==> src/rtl/uart_tx_arbiter.sv <==
// Round-robin arbiter that merges NUM_REQ byte streams into one UART TX stream,
// switching owners only on message boundaries (or on an idle timeout).
module uart_tx_arbiter #(
  parameter int          NUM_REQ  = 4,
  parameter int          TAG_EN   = 1,
  parameter logic [7:0]  TAG_BASE = 8'h30,
  parameter int          TIMEOUT  = 1024,
  localparam int         IDW      = (NUM_REQ > 1) ? $clog2(NUM_REQ) : 1
) (
  input  logic                 clk_i,
  input  logic                 rst_i,
  input  logic [NUM_REQ-1:0]   req_valid_i,
  input  logic [8*NUM_REQ-1:0] req_data_i,
  input  logic [NUM_REQ-1:0]   req_last_i,
  output logic [NUM_REQ-1:0]   req_ready_o,
  output logic                 tx_valid_o,
  output logic [7:0]           tx_data_o,
  input  logic                 tx_ready_i,
  output logic [IDW-1:0]       grant_id_o,
  output logic                 busy_o
);

  localparam int CW = (TIMEOUT > 1) ? $clog2(TIMEOUT) : 1;

  // IDLE: pick next owner | TAG: emit owner tag byte | PASS: forward owner bytes
  typedef enum logic [1:0] {S_IDLE, S_TAG, S_PASS} state_e;

  state_e         state_q, state_d;
  logic [IDW-1:0] grant_q, grant_d;
  logic [IDW-1:0] last_owner_q, last_owner_d;
  logic [CW-1:0]  idle_cnt_q, idle_cnt_d;

  logic [7:0]     req_byte [NUM_REQ];
  logic           sel_valid;
  logic [IDW-1:0] sel_id;
  logic [IDW-1:0] cand;
  logic           own_valid;
  logic           own_last;

  for (genvar i = 0; i < NUM_REQ; i++) begin : g_unpack
    assign req_byte[i] = req_data_i[8*i +: 8];
  end

  // Search starts just past the previous owner, so the last owner has lowest priority.
  always_comb begin
    sel_valid = 1'b0;
    sel_id    = '0;
    cand      = '0;
    for (int k = 1; k <= NUM_REQ; k++) begin
      cand = IDW'((int'(last_owner_q) + k) % NUM_REQ);
      if (!sel_valid && req_valid_i[cand]) begin
        sel_valid = 1'b1;
        sel_id    = cand;
      end
    end
  end

  assign own_valid = req_valid_i[grant_q];
  assign own_last  = req_last_i[grant_q];

  always_comb begin
    state_d      = state_q;
    grant_d      = grant_q;
    last_owner_d = last_owner_q;
    idle_cnt_d   = idle_cnt_q;
    tx_valid_o   = 1'b0;
    tx_data_o    = 8'h00;
    req_ready_o  = '0;
    case (state_q)
      S_IDLE: begin
        if (sel_valid) begin
          grant_d    = sel_id;
          idle_cnt_d = '0;
          state_d    = (TAG_EN != 0) ? S_TAG : S_PASS;
        end
      end
      S_TAG: begin
        tx_valid_o = 1'b1;
        tx_data_o  = TAG_BASE + 8'(grant_q);
        if (tx_ready_i) state_d = S_PASS;
      end
      S_PASS: begin
        tx_valid_o           = own_valid;
        tx_data_o            = req_byte[grant_q];
        req_ready_o[grant_q] = tx_ready_i;
        if (own_valid && tx_ready_i) begin
          if (own_last) begin
            last_owner_d = grant_q;
            state_d      = S_IDLE;
          end else begin
            idle_cnt_d = '0;
          end
        end else if (!own_valid && TIMEOUT != 0) begin
          // Revoke only while the owner is silent, so a presented byte is never cut.
          if (int'(idle_cnt_q) == TIMEOUT - 1) begin
            last_owner_d = grant_q;
            state_d      = S_IDLE;
          end else begin
            idle_cnt_d = idle_cnt_q + CW'(1);
          end
        end
      end
      default: state_d = S_IDLE;
    endcase
  end

  always_ff @(posedge clk_i or posedge rst_i) begin
    if (rst_i) begin
      state_q      <= S_IDLE;
      grant_q      <= '0;
      last_owner_q <= IDW'(NUM_REQ - 1);
      idle_cnt_q   <= '0;
    end else begin
      state_q      <= state_d;
      grant_q      <= grant_d;
      last_owner_q <= last_owner_d;
      idle_cnt_q   <= idle_cnt_d;
    end
  end

  assign grant_id_o = grant_q;
  assign busy_o     = (state_q != S_IDLE);

endmodule

==> config.mk <==
export PLATFORM = sky130hd
export DESIGN_NAME = uart_tx_arbiter
export DESIGN_NICKNAME = d
export VERILOG_FILES = /design/src/rtl/uart_tx_arbiter.sv
export SDC_FILE = /design/constraint.sdc
export NUM_CORES = 1
export LEC_CHECK = 0
export CAP_MARGIN = 40
export CORE_ASPECT_RATIO = 1.1
export CORE_MARGIN = 2
export CORE_UTILIZATION = 39
export CTS_CLUSTER_DIAMETER = 200
export DETAILED_ROUTE_END_ITERATION = 8
export PLACE_DENSITY = 0.84
export SLEW_MARGIN = 20
export SYNTH_ARGS = -nofsm -noshare
export SYNTH_HDL_FRONTEND = slang
export SYNTH_SLANG_ARGS = --single-unit
==> constraint.sdc <==
create_clock -name clk_i -period 1.9 [get_ports clk_i]
set_input_delay 0.38 -clock clk_i [delete_from_list [all_inputs] [get_ports clk_i]]
set_output_delay 0.38 -clock clk_i [all_outputs]
set_load 0.03 [all_outputs]
==> impl_results.md <==
* First-pass iteration count of the detailed router at 4
* Most common cell after layout, fill and taps aside: buf_4
* Crit start category: flop
* Critical path capture point type: output port
* Largest driver fanout on the critical path at 4
* RSZ-0062 raised after global routing: true
* Status: finished with violations
* Area enclosed by the die boundary at 4178 sq um
* Number of cells produced by synthesis at 151
* Data required time at the worst endpoint at 1.52 ns
* Net Count, Synth at 199
* Clock root buffer master: clkbuf_8
* Starting Density at 0.3986
* Hold Worst Slack at 0.5022 ns
* Pin count of the biggest net entering global routing at 17
* Hold WC Path Type: in2async
* Detail-routed net length per standard cell at 19.44 um
* Core Footprint at 3597 sq um
* Number of global-route vias before repair at 1,782
* Setup TNS at -4.919 ns
* Average via count per standard cell at 5.623
* Path type of the worst setup path: reg2out
* Final Hold Violating Endpoints at 0
* Cell taking the most area after synthesis: dfrtp_1
* End of the critical path: tx_data_o[4]
* Detailed-route wire length at 5929 um
* GRT Resource Usage Total at 0.2738
* Starting DRC count in detailed routing at 107
* Library cells used by synthesis at 40
* Horizontal die dimension at 61.82 um
* Sequential element share of the synthesized area at 0.2810
* Reg-to-reg critical path endpoint: idle_cnt_q[2]
* Synthesis-to-finish area growth at 84.73%
* Max Clock Freq at 457.5 MHz
* Number of synthesized register bits at 16
* Remaining design rule violation count at 0
* Synth Area in Simple Gates at 0.1728
* Startpoint of the worst-slack reg-to-reg timing path: grant_id_o[0]
* Count of cells along the worst register-to-register path at 8
* Final max-slew violation count at 0
* Number of setup violations in the final report at 26
* Global placement routability congestion at 0.7648
* Worst Max-Slew Pin Slew at 0.6319 ns
* Detailed Place HPWL at 3587 um
* Inserted Clock Buffers at 3
* Die height at 67.60 um
* Final core occ at 0.7363
* Compound-Gate Fraction of Synth Area at 0.2173
* Count of hold-fix buffers inserted at cts at 0
* Adder-cell area share of the yosys netlist at 0.04363
* Antenna diode instance count at 0
* Worst Slack Setup Final at -0.2860 ns
* Final Net Count at 304
* Core Rows at 23
* Commonest cells after routing, fill and taps aside: buf_4 (48), clkdlybuf4s50_1 (38), nand2_1 (14)
* Power density normalized to cell area at 1290 nW/um^2
* Clk slew on worst S/H paths at 0.06 ns
* Portion of synthesized cell area occupied by the leading cell type at 0.2443
* Wire length of the first global-routing pass at 8293 um
* Clock latency on the worst-skew pair at 0.26 ns
* Number of warnings printed during yosys synthesis at 0
* Post-Syn Area per Cell at 9.496 sq um
* Fraction of final layout cells with drive strength greater than 1 at 0.4549
* Global route overflow at 0
* Post-Synth XOR/XNOR Area at 0
* Arrival time of the worst setup path at 1.81 ns
* Synth Cell Area at 1434 sq um
* Max-cap viol count at 0
* Post-synthesis mux area share at 0.2155
* Leading cell types by total area after synthesis: dfrtp_1 (24%), mux4_2 (16%), ha_1 (4.4%), dfstp_2 (3.7%), nand2_1 (3.7%)
* Reg2reg setup slack at -0.26 ns
* Via count at 1,715
* Maximum number of buffers from clock root to sink at 2
* Main combinational cell family by area after synthesis: compound AO/OA/AOI/OAI gates
* Worst slew margin at 0.5783
* LEAKAGE at 1.131 nW
* Peak VDD IR at 699.4 uV
* Final clock period utilization by the worst path at 1.151
* Clock tree from TritonCTS: yes
* Tot Pwr at 3.416 mW
* Inst Count DP at 293
* Non-Filler Instances at 305
* Number of port buffers at 58
* Crit path from: grant_id_o[0]
* Total number of clock tree sinks at 16
* Deepest level of the CTS H-tree at 1
* Final min period at 2.186 ns
* Clock skew at 0.001018 ns
* Antenna-violating nets left at 0
* # IOs at 59
* Violations in the final reports: negative setup slack
* Antenna violations before repair at 0
## metal layers
metal | global-route usage | vias to the layer above | wire [um]
li1 | - | 788 | -
met1 | 0.2752 | 819 | 2128
met2 | 0.5211 | 89 | 3002
met3 | 0.06705 | 19 | 593
met4 | 0.1090 | 0 | 204
met5 | 0 | - | 0
## through the flow
stage | instance area, sq um | setup WS (ns)
2_1_floorplan | 1485 | -0.1541
3_3_place_gp | 2379 | -0.6106
3_5_place_dp | 2379 | -0.6402
4_1_cts | 2599 | -0.2713
5_1_grt | 2649 | -0.3452
6_report | 2649 | -0.2860
## logic make-up after synthesis
| logic type | after synthesis |
|---|---|
| compound gates | 42 |
| fa+ha+maj | 5 |
| buf+inv | 21 |
| flops | 16 |
| mux | 18 |
| simple gates | 49 |
## sequential cells by signal, summed over array words and instances, names as in the netlist
signal	count
grant_id_o	2
idle_cnt_q	10
last_owner_q	2
state_q	2
## cell type report
cell class / instances / area [sq um]
fillers: 239 / 948.4
inverters: 13 / 48.80
flip-flops and latches: 16 / 405.4
repair buffers: 107 / 979.7
multi-input cells: 115 / 1097
clock buffers: 4 / 55.05
well taps: 50 / 62.56
## worst min-delay path by stage
| stage | cells past startpoint | slack [ns] | startpoint | to |
|---|---|---|---|---|
| after floorplan | 1 | 0.29 | rst_i | idle_cnt_q[0] |
| after global placement | 1 | 0.52 | idle_cnt_q[8] | idle_cnt_q[8] |
| after detailed placement | 1 | 0.52 | idle_cnt_q[7] | idle_cnt_q[7] |
| after CTS | 2 | 0.52 | rst_i | idle_cnt_q[6] |
| after global routing | 1 | 0.57 | idle_cnt_q[7] | idle_cnt_q[7] |
| final | 2 | 0.50 | rst_i | idle_cnt_q[6] |
## critical path: stages (launching register included)
cell and delay (ns):
dfrtp_2 0.40, buf_12 0.10, buf_4 0.15, mux4_2 0.52, a21oi_2 0.18, nor2b_2 0.07
buf_6 0.14
## report_power, final
| group | switching, mW | total (mW) | leakage [nW] | internal (mW) |
|---|---|---|---|---|
| sequential | 0.0771 | 0.510 | 0.207 | 0.433 |
| clock | 0.122 | 0.306 | 0.0288 | 0.184 |
| combinational | 1.29 | 2.60 | 0.896 | 1.31 |
## Yosys cell counts
cell,number
a211o_1,1
a211oi_1,1
a21oi_1,10
a221o_1,1
a22oi_1,3
a311oi_1,1
a31o_2,1
a31oi_1,7
a31oi_2,1
a32o_1,1
a32oi_1,1
a32oi_2,1
a41oi_4,1
and3_1,6
and4bb_1,1
buf_2,2
buf_4,1
buf_6,2
clkbuf_1,3
dfrtp_1,14
dfstp_2,2
ha_1,5
inv_1,13
mux2_2,3
mux2i_1,5
mux4_2,10
nand2_1,14
nand2b_1,3
nand3_1,3
nand4_1,1
nor2_1,9
nor2b_1,5
nor3_1,3
nor4_1,2
o211ai_1,1
o21ai_0,8
o22ai_1,1
o22ai_2,1
o311a_1,1
or3_1,2
## timing repair
item / in CTS / in global routing
pin swaps: 4 / 4
gates resized for setup: 83 / 14
setup endpoints to repair: 30 / 28
setup buffers: 5 / 3
gates cloned: 1 / 0
(Power assumes the default switching activity.)
